`src/rtl/inst_loader_pkg.sv`:
```
// ----------------------------------------------------------------------------
// inst_loader_pkg
//   Shared definitions for the boot-time instruction loader: the instruction
//   word width, the loader FSM state encoding and a small helper that tells
//   whether a state still accepts bytes from the receiver.
// ----------------------------------------------------------------------------
package inst_loader_pkg;

    localparam int LDR_WIDTH = 32;

    typedef enum logic [1:0] {
        S_LEN  = 2'd0,
        S_LOAD = 2'd1,
        S_RUN  = 2'd2,
        S_ERR  = 2'd3
    } ldr_state_e;

    // Header and data phases both take bytes; RUN and ERR never do.
    function automatic logic ldr_accepts(input ldr_state_e s);
        return (s == S_LEN) || (s == S_LOAD);
    endfunction

endpackage

```
`src/rtl/inst_loader_byte_assembler.sv`:
```
// ----------------------------------------------------------------------------
// inst_loader_byte_assembler
//   Packs accepted bytes MSB-first into a WIDTH-bit word with a 2-bit byte
//   counter. The same instance assembles the length header and every data
//   word.
// Ports
//   clk          in   system clock
//   rstn         in   synchronous active-low reset
//   clear_i      in   drop any partial word and restart at byte 0
//   in_valid_i   in   a byte is accepted this cycle
//   in_data_i    in   the accepted byte
//   word_o       out  shift register contents (a complete word while word_done_o=1)
//   word_done_o  out  one-cycle pulse in the cycle after the 4th byte is accepted
// ----------------------------------------------------------------------------
module inst_loader_byte_assembler #(
    parameter int WIDTH = 32
) (
    input  logic             clk,
    input  logic             rstn,
    input  logic             clear_i,
    input  logic             in_valid_i,
    input  logic [7:0]       in_data_i,
    output logic [WIDTH-1:0] word_o,
    output logic             word_done_o
);

    logic [WIDTH-1:0] word_q, word_d;
    logic [1:0]       cnt_q, cnt_d;
    logic             done_q, done_d;

    // The counter wraps 3->0 on its own, so the byte accepted in the same
    // cycle as word_done_o already lands as byte 0 of the next word.
    always_comb begin
        word_d = word_q;
        cnt_d  = cnt_q;
        done_d = 1'b0;
        if (clear_i) begin
            word_d = '0;
            cnt_d  = 2'd0;
        end else if (in_valid_i) begin
            word_d = {word_q[WIDTH-9:0], in_data_i};
            cnt_d  = cnt_q + 2'd1;
            done_d = (cnt_q == 2'd3);
        end
    end

    always_ff @(posedge clk) begin
        if (!rstn) begin
            word_q <= '0;
            cnt_q  <= 2'd0;
            done_q <= 1'b0;
        end else begin
            word_q <= word_d;
            cnt_q  <= cnt_d;
            done_q <= done_d;
        end
    end

    assign word_o      = word_q;
    assign word_done_o = done_q;

endmodule

```
`src/rtl/inst_loader.sv`:
```
// ----------------------------------------------------------------------------
// inst_loader
//   Boot-time program loader in front of the core's instruction port. Reads a
//   4-byte big-endian word count, then that many 32-bit big-endian words, and
//   writes them to instruction memory at word addresses 0,1,2,... The core is
//   held in reset until the last word has been written.
// Ports
//   clk           in   system clock
//   rstn          in   synchronous active-low reset
//   rx_data       in   received byte
//   rx_valid      in   rx_data valid
//   rx_ready      out  loader accepts a byte (transfer on rx_valid && rx_ready)
//   imem_we       out  imem write strobe, one cycle per word
//   imem_waddr    out  imem word address
//   imem_wdata    out  imem write data
//   core_rstn     out  core reset, active-low; released once loading is done
//   loaded_words  out  number of words written so far
//   busy          out  loader is reading the header or data
//   err           out  sticky: header count exceeds imem capacity
// ----------------------------------------------------------------------------
module inst_loader
    import inst_loader_pkg::*;
#(
    parameter int WIDTH  = LDR_WIDTH,
    parameter int ADDR_W = 14
) (
    input  logic              clk,
    input  logic              rstn,
    input  logic [7:0]        rx_data,
    input  logic              rx_valid,
    output logic              rx_ready,
    output logic              imem_we,
    output logic [ADDR_W-1:0] imem_waddr,
    output logic [WIDTH-1:0]  imem_wdata,
    output logic              core_rstn,
    output logic [31:0]       loaded_words,
    output logic              busy,
    output logic              err
);

    // 33 bits so that a capacity of 2**32 words would still compare correctly.
    localparam logic [32:0] CAPACITY = 33'(1) << ADDR_W;

    ldr_state_e        state_q;
    logic [31:0]       len_q;
    logic              rx_ready_q;
    logic              imem_we_q;
    logic [ADDR_W-1:0] imem_waddr_q;
    logic [WIDTH-1:0]  imem_wdata_q;
    logic              core_rstn_q;
    logic [31:0]       loaded_words_q;
    logic [31:0]       loaded_words_d;
    logic              busy_q;
    logic              err_q;

    logic              asm_accept;
    logic              asm_clear;
    logic [WIDTH-1:0]  asm_word;
    logic              asm_done;
    logic              len_too_big;

    assign asm_accept     = rx_valid && rx_ready_q;
    assign asm_clear      = !ldr_accepts(state_q);
    assign loaded_words_d = loaded_words_q + 32'd1;
    assign len_too_big    = ({1'b0, asm_word[31:0]} > CAPACITY);

    inst_loader_byte_assembler #(
        .WIDTH (WIDTH)
    ) u_assembler (
        .clk         (clk),
        .rstn        (rstn),
        .clear_i     (asm_clear),
        .in_valid_i  (asm_accept),
        .in_data_i   (rx_data),
        .word_o      (asm_word),
        .word_done_o (asm_done)
    );

    // All outputs are registered. rx_ready/busy are loaded with the value that
    // matches the state being entered, so they follow the state with no lag.
    // A data word is written the cycle after its 4th byte, using the old
    // loaded_words as the address.
    always_ff @(posedge clk) begin
        if (!rstn) begin
            state_q        <= S_LEN;
            len_q          <= '0;
            rx_ready_q     <= 1'b0;
            imem_we_q      <= 1'b0;
            imem_waddr_q   <= '0;
            imem_wdata_q   <= '0;
            core_rstn_q    <= 1'b0;
            loaded_words_q <= '0;
            busy_q         <= 1'b0;
            err_q          <= 1'b0;
        end else begin
            imem_we_q <= 1'b0;
            case (state_q)
                S_LEN: begin
                    rx_ready_q <= 1'b1;
                    busy_q     <= 1'b1;
                    if (asm_done) begin
                        len_q <= asm_word[31:0];
                        if (asm_word[31:0] == 32'd0) begin
                            // Nothing to load: release the core straight away.
                            state_q     <= S_RUN;
                            core_rstn_q <= 1'b1;
                            rx_ready_q  <= 1'b0;
                            busy_q      <= 1'b0;
                        end else if (len_too_big) begin
                            state_q    <= S_ERR;
                            err_q      <= 1'b1;
                            rx_ready_q <= 1'b0;
                            busy_q     <= 1'b0;
                        end else begin
                            state_q <= S_LOAD;
                        end
                    end
                end
                S_LOAD: begin
                    rx_ready_q <= 1'b1;
                    busy_q     <= 1'b1;
                    if (asm_done) begin
                        imem_we_q      <= 1'b1;
                        imem_waddr_q   <= loaded_words_q[ADDR_W-1:0];
                        imem_wdata_q   <= asm_word;
                        loaded_words_q <= loaded_words_d;
                        if (loaded_words_d == len_q) begin
                            state_q    <= S_RUN;
                            rx_ready_q <= 1'b0;
                            busy_q     <= 1'b0;
                        end
                    end
                end
                S_RUN: begin
                    // Reached here from the last write, so core_rstn rises
                    // one cycle after the final imem_we pulse.
                    rx_ready_q  <= 1'b0;
                    busy_q      <= 1'b0;
                    core_rstn_q <= 1'b1;
                end
                S_ERR: begin
                    rx_ready_q  <= 1'b0;
                    busy_q      <= 1'b0;
                    core_rstn_q <= 1'b0;
                    err_q       <= 1'b1;
                end
                default: begin
                    state_q <= S_LEN;
                end
            endcase
        end
    end

    assign rx_ready     = rx_ready_q;
    assign imem_we      = imem_we_q;
    assign imem_waddr   = imem_waddr_q;
    assign imem_wdata   = imem_wdata_q;
    assign core_rstn    = core_rstn_q;
    assign loaded_words = loaded_words_q;
    assign busy         = busy_q;
    assign err          = err_q;

endmodule

```
`config.mk`:
```
export PLATFORM = sky130hd
export DESIGN_NAME = inst_loader
export DESIGN_NICKNAME = d
export VERILOG_FILES = /design/src/rtl/inst_loader_pkg.sv /design/src/rtl/inst_loader_byte_assembler.sv /design/src/rtl/inst_loader.sv
export SDC_FILE = /design/constraint.sdc
export NUM_CORES = 1
export LEC_CHECK = 0
export ABC_CLOCK_PERIOD_IN_PS = 6300
export CORE_UTILIZATION = 48
export CTS_CLUSTER_SIZE = 8
export DETAILED_ROUTE_END_ITERATION = 8
export HOLD_SLACK_MARGIN = 0.03
export PLACE_DENSITY = 0.71
export SETUP_SLACK_MARGIN = 0.5
export SYNTH_ARGS = -nofsm -noshare
export SYNTH_HDL_FRONTEND = slang
export SYNTH_SLANG_ARGS = --single-unit
```
`constraint.sdc`:
```
create_clock -name clk -period 6.3 [get_ports clk]
set_input_delay 0.945 -clock clk [delete_from_list [all_inputs] [get_ports clk]]
set_output_delay 0.945 -clock clk [all_outputs]
set_load 0.1 [all_outputs]
```
==> results by group <==
Synthesis
  • Synthesized instance count: 849
  • EDFF count, synth: 0
  • Syn_area_per_cell: 8.18 µm²
  • Syn_nets: 863
  • Synth async-reset ratio: 0%
  • Main flop type after synthesis: dfxtp_1
  • Sequential-to-total area share from yosys stat: 43.5%
  • Synth Warn #: 0
  • Post-synth cell types: 52
  • Post-Syn Area: about 6900 µm²
  • #FFs+latches synth: about 150

Floorplan
  • Std-Cell Rows: 43
  • Initial core utilization: between 40% and 50%
  • IO Pins: between 90 and 100
  • Core ar.: 14,000 µm²
  • Die area: about 15,000 µm²
  • Die H: around 120 µm
  • Die width: 122 µm

Timing
  • Setup TNS Final: 0 ns
  • Min Tclk post-route: 3.19 ns
  • Final setup fails: 0
  • Max-slew violations: 0
  • Count of final hold-check violations: 0
  • Fin Clk Skew: 0.0140 ns
  • Post-route clock period utilization: 50.6%
  • Worst-Margin Slew: 1.25 ns
  • FMAX: around 0.31 GHz
  • Max-slew headroom: 17.0%
  • Hold Worst Slack: 0.464 ns
  • RSZ-0062 raised after global routing: no

Clock tree
  • Post-CTS Hold Buffers: 0
  • H-tree depth: 4
  • CTS max path bufs: 2
  • Clk root buf: clkbuf_16
  • Post-CTS setup buffers: 0
  • CTS tree: done
  • Post-CTS sizing: 0
  • TritonCTS Buffers: 17
  • Clock transition at path regs: 0.06 ns
  • # clock sinks: 151
  • Worst-Skew Late Latency: 0.42 ns

GRT
  • Tot GR Track Use: 25.9%
  • First-pass GRT wire length: 29.2 mm
  • Pin count of the biggest net entering global routing: 117
  • Congestion Overflow GR: 0
  • Initial antenna violation count: 0
  • Vias in the first global route: around 5,300

Layout
  • Area grow syn2layout: 21.6%
  • Multi-input logic area: 3640 µm²
  • Layout cells sized above 1: under 10%
  • Finished Layout Cells: approximately 1,100
  • Antenna diodes: 0
  • Layout Nets: 918
  • Reg area: slightly above 3000 µm²
  • Post-layout util: 60.3%
  • Filler Cells Inserted: ~1,300

Setup path
  • CP max FO: 8
  • CP startpoint kind: register
  • Critical path cell sequence: clkdlybuf4s50_1
  • Crit path largest cell delay: 1.26 ns
  • Buf/Inv on CP: 1
  • CP Class: register to output port
  • Worst setup EP type: output port
  • Crit path DAT: 2.25 ns
  • Worst path top cell family by delay: buffers and inverters
  • Worst path slowest cell: clkdlybuf4s50_1
  • Critical Path RT: 5.35 ns

Status
  • Outcome: finished, final reports clean

Routing
  • Routed wire length: 18.4 mm
  • DRC: 0
  • Vias per cell: 5.44
  • Post-route ant nets: 0
  • Number of DRC markers in iteration 0: 431
  • First-pass detailed-route iteration total: 5
  • Vias: a little under 6,000
  • Routed len/inst: 16.8 µm

Placed design
  • Buffers on Ports: 93
  • Placed Cells: 1,065
  • Post-DP HPWL: 12.6 mm
  • GPL Wtd Cong: ~0.9

Pwr
  • Maximum VDD drop: 0.171 mV
  • Leakage: roughly 2.8 nW
  • PwrDens: 236 nW/µm²

Run
  • Max_cap viols: 0

Min path
  • Worst hold path type: register to register
-- metrics by stage --
step                power, mW  worst slack [ns]  cell area [µm²]
finish                   1.99              3.11             8440
floorplan                1.02              2.92             6940
global placement         1.04              3.36             7880
global route             2.06              3.05             8440
detailed placement       1.04              3.31             7880
CTS                      2.01              3.09             8440
-- cell families (layout without fill, tap and decap cells) --
group | after synthesis | after routing | synth area share [%]
XOR/XNOR | 73 | 73 | 9.21
adder cells (fa/ha/maj) | 3 | 3 | 0.541
multiplexers | 1 | 1 | 0.162
buffers and inverters | 68 | 135 | 4.04
flip-flops | 151 | 151 | 43.5
AO/OA/AOI/OAI | 157 | 157 | 15.5
AND/OR/NAND/NOR | 396 | 396 | 27.0
-- cell usage after synthesis, types with 2 or more instances --
cell type	instances	area, µm²
nand2_1	249	935
dfxtp_1	151	3020
a21boi_0	85	638
xnor2_1	52	455
clkbuf_1	45	169
a21oi_1	37	185
and2_1	26	163
xor2_1	21	184
nor2_1	19	71.3
nand4_1	18	113
nor4_1	15	93.8
nand3_1	11	55.1
nor3_1	11	55.1
o21ai_0	11	55.1
buf_2	10	50.1
or3_1	8	50.1
and3_1	7	43.8
or4_1	7	52.6
inv_1	6	22.5
nor2b_1	4	25.0
nor4_2	4	50.1
o31ai_1	4	30.0
a31oi_1	3	18.8
buf_1	3	11.3
buf_4	3	22.5
ha_1	3	37.5
a211oi_1	2	15.0
a311oi_1	2	17.5
and4_1	2	17.5
nand2b_1	2	12.5
nand4_4	2	42.5
o211ai_1	2	15.0
o22ai_1	2	12.5
o31a_1	2	17.5
or2_2	2	12.5
or4_4	2	22.5
-- path summary, 6_finish.rpt --
| check | from | endpoint | slack (ns) | cells past startpoint |
|---|---|---|---|---|
| setup / recovery | loaded_words[0] | loaded_words[0] | 3.11 | 1 |
| hold / removal | u_assembler.cnt_q[1] | u_assembler.cnt_q[1] | 0.46 | 2 |
| setup reg to reg | loaded_words[12] | busy | 3.23 | 7 |
| hold reg to reg | u_assembler.cnt_q[1] | u_assembler.cnt_q[1] | 0.46 | 2 |
-- registers in the layout, indices dropped and copies added, names as in the netlist --
| name | count |
|---|---|
| imem_wdata | 32 |
| state_q | 2 |
| core_rstn | 1 |
| err | 1 |
| loaded_words | 32 |
| imem_waddr | 14 |
| u_assembler.cnt_q | 2 |
| len_q | 32 |
| u_assembler.word_o | 32 |
| imem_we | 1 |
| u_assembler.word_done_o | 1 |
| busy | 1 |
-- metal layers --
metal	part of all wire (%)	global-route usage (%)	vias to the layer above
met5	0	0	-
met4	2.9	11.0	0
met3	3.8	5.07	26
met2	46	39.9	150
met1	47	35.2	2811
li1	-	-	2973
-- power breakdown --
part | internal, mW | switching, mW
clock network | 0.576 | 0.399
logic | 0.0204 | 0.0323
registers | 0.960 | 0.00720
-- worst register-to-register path, stage by stage (launching register included) --
cell and delay (ns):
dfxtp_1 0.53, nand4_1 0.47, nor3_1 0.62, and4_1 0.27, o22ai_1 0.06, or4_1 0.48, nor4_2 0.37, a211oi_1 0.14
-- cell type report --
class / count / area share, %
Timing Repair Buffer: 98 / 11.4
Sequential cell: 151 / 35.8
Multi-Input combinational cell: 630 / 43.1
Tap cell: 180 / 2.67
Clock buffer: 22 / 5.62
Clock inverter: 9 / 1.10
Inverter: 6 / 0.267
-- layout by cell type, fill, tap and decap left out, types with 3 or more instances in the layout --
cell type / instances
nand2_1: 249
dfxtp_1: 151
clkdlybuf4s50_1: 92
a21boi_0: 85
xnor2_1: 52
a21oi_1: 37
and2_1: 26
xor2_1: 21
nor2_1: 19
nand4_1: 18
clkbuf_16: 17
nor4_1: 15
nor3_1: 11
nand3_1: 11
o21ai_0: 11
or3_1: 8
and3_1: 7
or4_1: 7
inv_1: 6
buf_4: 5
nor4_2: 4
o31ai_1: 4
nor2b_1: 4
a31oi_1: 3
ha_1: 3
clkbuf_8: 3
Power figures use the tool's default switching activity.
